<file path="src/rtl/rv32_mem_pkg.sv">
// Shared types and constants for the MEM-stage load/store engine.
package rv32_mem_pkg;

  localparam int unsigned XLEN    = 32;
  localparam int unsigned BE_W    = XLEN / 8;
  localparam int unsigned OFF_W   = 2;
  localparam int unsigned FUNC3_W = 3;
  localparam int unsigned CNT_W   = 16;

  localparam logic [FUNC3_W-1:0] F3_B  = 3'b000;
  localparam logic [FUNC3_W-1:0] F3_H  = 3'b001;
  localparam logic [FUNC3_W-1:0] F3_W  = 3'b010;
  localparam logic [FUNC3_W-1:0] F3_BU = 3'b100;
  localparam logic [FUNC3_W-1:0] F3_HU = 3'b101;

  typedef enum logic [1:0] {
    IDLE = 2'd0,
    BUSY = 2'd1,
    DONE = 2'd2
  } state_e;

  // Payload presented to data memory while a request is outstanding.
  typedef struct packed {
    logic            we;
    logic [XLEN-1:0] addr;
    logic [XLEN-1:0] wdata;
    logic [BE_W-1:0] be;
  } dmem_req_t;

endpackage : rv32_mem_pkg

</file>
<file path="src/rtl/store_lane_align.sv">
// Byte-lane steering and alignment check for a single memory access.
module store_lane_align
  import rv32_mem_pkg::*;
(
  input  logic [FUNC3_W-1:0] func3_i,
  input  logic [OFF_W-1:0]   off_i,
  input  logic [XLEN-1:0]    wd_i,
  output logic [BE_W-1:0]    be_o,
  output logic [XLEN-1:0]    wdata_o,
  output logic               misalign_o
);

  // Size decode; anything that is not a byte or halfword behaves as a word.
  always_comb begin
    be_o       = 4'b1111;
    wdata_o    = wd_i;
    misalign_o = 1'b0;
    case (func3_i)
      F3_B, F3_BU: begin
        be_o    = 4'b0001 << off_i;
        wdata_o = {4{wd_i[7:0]}};
      end
      F3_H, F3_HU: begin
        be_o       = 4'b0011 << off_i;
        wdata_o    = {2{wd_i[15:0]}};
        misalign_o = off_i[0];
      end
      default: begin
        misalign_o = (off_i != 2'b00);
      end
    endcase
  end

endmodule : store_lane_align

</file>
<file path="src/rtl/mem_access_unit.sv">
// MEM-stage load/store engine: issues req/ack transactions to data memory and
// stalls the pipeline until each completes.
module mem_access_unit
  import rv32_mem_pkg::*;
#(
  parameter int unsigned TIMEOUT_CYCLES = 255
) (
  input  logic               CLK,
  input  logic               RST_N,
  input  logic [XLEN-1:0]    MEM_ALU_RESULT,
  input  logic [XLEN-1:0]    MEM_WRITE_DATA,
  input  logic               MEM_READ,
  input  logic               MEM_WRITE,
  input  logic [FUNC3_W-1:0] MEM_FUNC3,
  output logic [XLEN-1:0]    MEM_READ_DATA,
  output logic               MEM_STALL,
  output logic               MEM_MISALIGN,
  output logic               MEM_FAULT,
  output logic               DMEM_REQ,
  output logic               DMEM_WE,
  output logic [XLEN-1:0]    DMEM_ADDR,
  output logic [XLEN-1:0]    DMEM_WDATA,
  output logic [BE_W-1:0]    DMEM_BE,
  input  logic               DMEM_ACK,
  input  logic [XLEN-1:0]    DMEM_RDATA
);

  state_e            state_q, state_d;
  dmem_req_t         bus_q, bus_d;
  logic              req_q, req_d;
  logic [OFF_W-1:0]  off_q, off_d;
  logic [CNT_W-1:0]  cnt_q, cnt_d;
  logic [XLEN-1:0]   rdata_q, rdata_d;
  logic              fault_q, fault_d;

  logic [BE_W-1:0]   lane_be;
  logic [XLEN-1:0]   lane_wdata;
  logic              lane_misalign;
  logic              mem_op;
  logic              misalign;
  logic              access;

  store_lane_align u_lane (
    .func3_i    (MEM_FUNC3),
    .off_i      (MEM_ALU_RESULT[1:0]),
    .wd_i       (MEM_WRITE_DATA),
    .be_o       (lane_be),
    .wdata_o    (lane_wdata),
    .misalign_o (lane_misalign)
  );

  // Request qualification from the instruction currently in MEM.
  always_comb begin
    mem_op   = MEM_READ | MEM_WRITE;
    misalign = mem_op & lane_misalign;
    access   = mem_op & ~lane_misalign;
  end

  // Next-state, bus payload, timeout counter and load-data capture.
  always_comb begin
    state_d = state_q;
    bus_d   = bus_q;
    req_d   = req_q;
    off_d   = off_q;
    cnt_d   = cnt_q;
    rdata_d = rdata_q;
    fault_d = 1'b0;
    case (state_q)
      IDLE: begin
        if (access) begin
          bus_d.we    = MEM_WRITE;
          bus_d.addr  = {MEM_ALU_RESULT[XLEN-1:2], 2'b00};
          bus_d.wdata = lane_wdata;
          bus_d.be    = MEM_WRITE ? lane_be : 4'b1111;
          off_d       = MEM_ALU_RESULT[1:0];
          req_d       = 1'b1;
          cnt_d       = '0;
          state_d     = BUSY;
        end else if (misalign) begin
          rdata_d = '0;
        end
      end
      BUSY: begin
        if (DMEM_ACK) begin
          req_d   = 1'b0;
          cnt_d   = '0;
          state_d = DONE;
          if (!bus_q.we) begin
            rdata_d = DMEM_RDATA >> {off_q, 3'b000};
          end
        end else if (cnt_q == CNT_W'(TIMEOUT_CYCLES - 1)) begin
          req_d   = 1'b0;
          cnt_d   = '0;
          rdata_d = '0;
          fault_d = 1'b1;
          state_d = DONE;
        end else begin
          cnt_d = cnt_q + CNT_W'(1);
        end
      end
      DONE: begin
        state_d = IDLE;
      end
      default: begin
        state_d = IDLE;
      end
    endcase
  end

  // State and payload registers; reset drops any outstanding request at once.
  always_ff @(posedge CLK or negedge RST_N) begin
    if (!RST_N) begin
      state_q <= IDLE;
      bus_q   <= '0;
      req_q   <= 1'b0;
      off_q   <= '0;
      cnt_q   <= '0;
      rdata_q <= '0;
      fault_q <= 1'b0;
    end else begin
      state_q <= state_d;
      bus_q   <= bus_d;
      req_q   <= req_d;
      off_q   <= off_d;
      cnt_q   <= cnt_d;
      rdata_q <= rdata_d;
      fault_q <= fault_d;
    end
  end

  // Output mapping; a misaligned op in MEM reads as zero in its own cycle.
  always_comb begin
    MEM_STALL     = ((state_q == IDLE) & access) | (state_q == BUSY);
    MEM_MISALIGN  = misalign;
    MEM_READ_DATA = ((state_q == IDLE) & misalign) ? '0 : rdata_q;
    MEM_FAULT     = fault_q;
    DMEM_REQ      = req_q;
    DMEM_WE       = bus_q.we;
    DMEM_ADDR     = bus_q.addr;
    DMEM_WDATA    = bus_q.wdata;
    DMEM_BE       = bus_q.be;
  end

endmodule : mem_access_unit

</file>
<file path="config.mk">
export PLATFORM = sky130hd
export DESIGN_NAME = mem_access_unit
export DESIGN_NICKNAME = d
export VERILOG_FILES = /design/src/rtl/rv32_mem_pkg.sv /design/src/rtl/store_lane_align.sv /design/src/rtl/mem_access_unit.sv
export SDC_FILE = /design/constraint.sdc
export NUM_CORES = 1
export LEC_CHECK = 0
export ABC_AREA = 1
export CELL_PAD_IN_SITES_DETAIL_PLACEMENT = 1
export CELL_PAD_IN_SITES_GLOBAL_PLACEMENT = 2
export CORE_UTILIZATION = 27
export DETAILED_ROUTE_END_ITERATION = 10
export PLACE_DENSITY_LB_ADDON = 0.3
export SLEW_MARGIN = 20
export SYNTH_ARGS = -nofsm -noshare
export SYNTH_HDL_FRONTEND = slang
export SYNTH_SLANG_ARGS = --single-unit
</file>
<file path="constraint.sdc">
create_clock -name CLK -period 2.9 [get_ports CLK]
set_input_delay 0.725 -clock CLK [delete_from_list [all_inputs] [get_ports CLK]]
set_output_delay 0.725 -clock CLK [all_outputs]
set_load 0.05 [all_outputs]
</file>
==> qor.yml <==
power:
  leakagePower_nw: 4.601
  powerDensity_nw_per_um2: 1130
  ir_worst_vdd_mv: 0.4833
routing:
  wl_per_cell_um: 15.80
  drt_iter0_drc: 223
  viasPerCell: 4.519
  drtPass1Iterations: 4
  ant_nets: 0
  vias: 6480
  drc: 0
  wl_um: 22660
place:
  pre_cts_ws_ns: -0.07415
  dp_hpwl_um: 16140
  dp.cells: 1395
  place_area_um2: 8773
  gp_congestion: 0.7694
  port_buffers: 205
clocking:
  clk_pin_slew_ns: 0.06
  cts_max_level: 4
  cts-hold-fix-buffers: 0
  clock_path_buffers: 2
  cts_root_buf: "clkbuf_16"
  cts.sinks: 121
  clk_latency_ns: 0.43
  cts_buffers: 17
  cts_tree: "yes"
timing:
  min_period_ns: 2.715
  fin_worst_skew_ns: 0.01004
  layout_worst_path_cycle_share: 0.9364
  rsz0062_at_grt: "false"
  finalSetupTns_ns: 0
  finalHoldViolations: 0
  fin_ws_ns: 0.1845
  fmax_ghz: 0.3683
  finalSetupViolations: 0
  slew_headroom: 0.5096
  worstMarginPinSlew_ns: 0.7355
  holdWs_ns: 0.2748
  drv_slew: 0
synthesis:
  synth_top_area_cell: "dfrtp_1"
  syn_inst: 897
  avgSynthCellArea_um2: 7.085
  synth.most_common_cell: "nand2_1"
  synth-seq-cells: 121
  ys_seq_area_frac: 0.4765
  yosysUniqueCellTypes: 29
  synthTopCellsByCount: "383 x nand2_1, 121 x dfrtp_1, 115 x nor2_1"
  synth_edf_count: 0
  ys_async_sr_fraction: 1.000
  synthTopCellsByArea: "dfrtp_1 48%, nand2_1 23%, nor2_1 6.8%, inv_1 3.8%, nand4_1 3.3%"
  netlist_area_um2: 6355
  synth_top_area_share: 0.4765
  synth-main-ff-cell: "dfrtp_1"
  synth_warnings: 0
final_layout:
  stdcell_count: 1434
  final_area_um2: 9527
  fillers: 2846
  syn_to_final_growth_pct: 49.91
  drive_above_1_share: 0.1232
  finalNetCount: 1213
setup_path:
  crit_chain: "dlygate4sd2_1 -> o21ai_2 -> nand2_2 -> nand2_2 -> nor2_4 -> buf_4 -> buf_16 -> nor2_1 -> buf_4"
  cpMaxStageDelayCell: "dlygate4sd2_1"
  cp_slowest_stage_delay_ns: 0.28
  worst-setup-path-type: "in -> out"
  critPathLaunchType: "primary input"
  arrival_ns: 1.99
  cp.required_ns: 2.17
  cp-end-kind: "primary output"
  cp_max_fo: 16
floorplanning:
  fp.dieH_um: 155.4
  pin_count: 209
  core_area_um2: 22850
  std_cell_rows: 55
  fp.dieArea_um2: 24150
  start_util: 0.2781
  die_x_um: 155.4
outcome:
  status: "finished, final reports clean"
global_route:
  antenna_found_initial: 1
  grt_pass1_vias: 6662
  grt-ovfl-total: 0
  grt_max_degree: 72
  grtUsageTotal: 0.1954
  grt_first_pass_wirelength_um: 36510
worst_hold_path:
  hold_class: "in -> async"
run:
  drv_cap: 0
critical path, delay by kind of cell:
| kind | cells | cell delay (ns) |
|---|---|---|
| buffers and inverters | 4 | 0.79 |
| and+or+nand+nor | 4 | 0.30 |
| AOI/OAI and AO/OA | 1 | 0.17 |
cell type report:
type / count / area (um^2) / share of cell area
sequential: 121 / 3028 / 0.3178
multi-input combinational: 658 / 2903 / 0.3047
timing repair buffer: 239 / 2382 / 0.2501
clock buffer: 17 / 425.4 / 0.04465
tap: 313 / 391.6 / 0.04111
inverter: 70 / 262.8 / 0.02758
clock inverter: 15 / 131.4 / 0.01379
antenna: 1 / 2.502 / 0.0002627
final timing paths:
check | slack (ns) | depth (start not counted) | start | to
max in group asynchronous | 1.91 | 2 | RST_N | cnt_q[11]
hold reg to reg | 0.47 | 2 | rdata_q[0] | rdata_q[0]
min in group CLK | 0.47 | 2 | rdata_q[0] | rdata_q[0]
setup / recovery | 0.18 | 9 | MEM_ALU_RESULT[0] | MEM_READ_DATA[25]
setup reg to reg | 0.90 | 10 | cnt_q[0] | rdata_q[6]
hold / removal | 0.27 | 1 | RST_N | rdata_q[1]
metrics by stage:
stage | total power (W) | utilization
after floorplan | 0.006528 | -
after global placement | 0.008589 | 0.3840
after detailed placement | 0.008658 | 0.3840
after CTS | 0.01083 | 0.4117
after global routing | 0.01143 | 0.4170
final | 0.01076 | 0.4170
repair_timing:
action / 4_1_cts / 5_1_grt
resized for setup: 10 / 36
endpoints found under the setup margin: 32 / 32
cloned: 1 / 0
pin swaps: 3 / 2
buffers inserted: 4 / 1
layout by cell type, fill, tap and decap left out, drive strengths merged:
| cell | synthesis | routed |
|---|---|---|
| nand4 | 34 | 34 |
| a22oi | 2 | 2 |
| a211oi | 1 | 1 |
| clkbuf | 12 | 17 |
| dfrtp | 121 | 121 |
| o21ai | 24 | 24 |
| buf | 37 | 69 |
| nand2 | 386 | 386 |
| a31oi | 12 | 12 |
| clkinv | 0 | 1 |
| nand3 | 35 | 35 |
| dlygate4sd2 | 0 | 3 |
| dlymetal6s2s | 0 | 3 |
| diode | 0 | 1 |
| nor2 | 118 | 118 |
| o22ai | 4 | 4 |
| ha | 2 | 2 |
| inv | 70 | 80 |
| a21oi | 28 | 28 |
| o21bai | 2 | 2 |
| xor2 | 7 | 7 |
| conb | 1 | 2 |
| clkdlybuf4s50 | 0 | 164 |
| clkinvlp | 0 | 4 |
| nor4b | 1 | 1 |
per-layer routing:
metal / up-vias / share of wire / GRT usage
met5: - / 0 / 0
met4: 0 / 0.011 / 0.05509
met3: 19 / 0.073 / 0.06880
met2: 165 / 0.47 / 0.3126
met1: 3075 / 0.45 / 0.2483
li1: 3221 / - / -
power breakdown:
group	internal (W)	switching, W	total, W	leakage, nW
registers	0.00232	0.000408	0.00273	1.55
logic	0.00187	0.00412	0.00599	2.79
clock network	0.00113	0.000911	0.00204	0.263
cell families after synthesis:
family / Yosys count / share of synthesized area
flip-flops: 121 / 0.4765
AO/OA/AOI/OAI: 73 / 0.06438
XOR/XNOR: 7 / 0.009648
AND/OR/NAND/NOR: 574 / 0.3664
adder cells (fa/ha/maj): 2 / 0.003937
buffers and inverters: 119 / 0.07856
other: 1 / 0.0005901
state kept, by name, indices dropped and copies added (netlist names):
signal,cells
DMEM_WDATA,32
rdata_q,32
DMEM_ADDR,30
cnt_q,16
DMEM_BE,4
off_q,2
state_q,2
DMEM_REQ,1
DMEM_WE,1
MEM_FAULT,1
(Power assumes the default switching activity.)
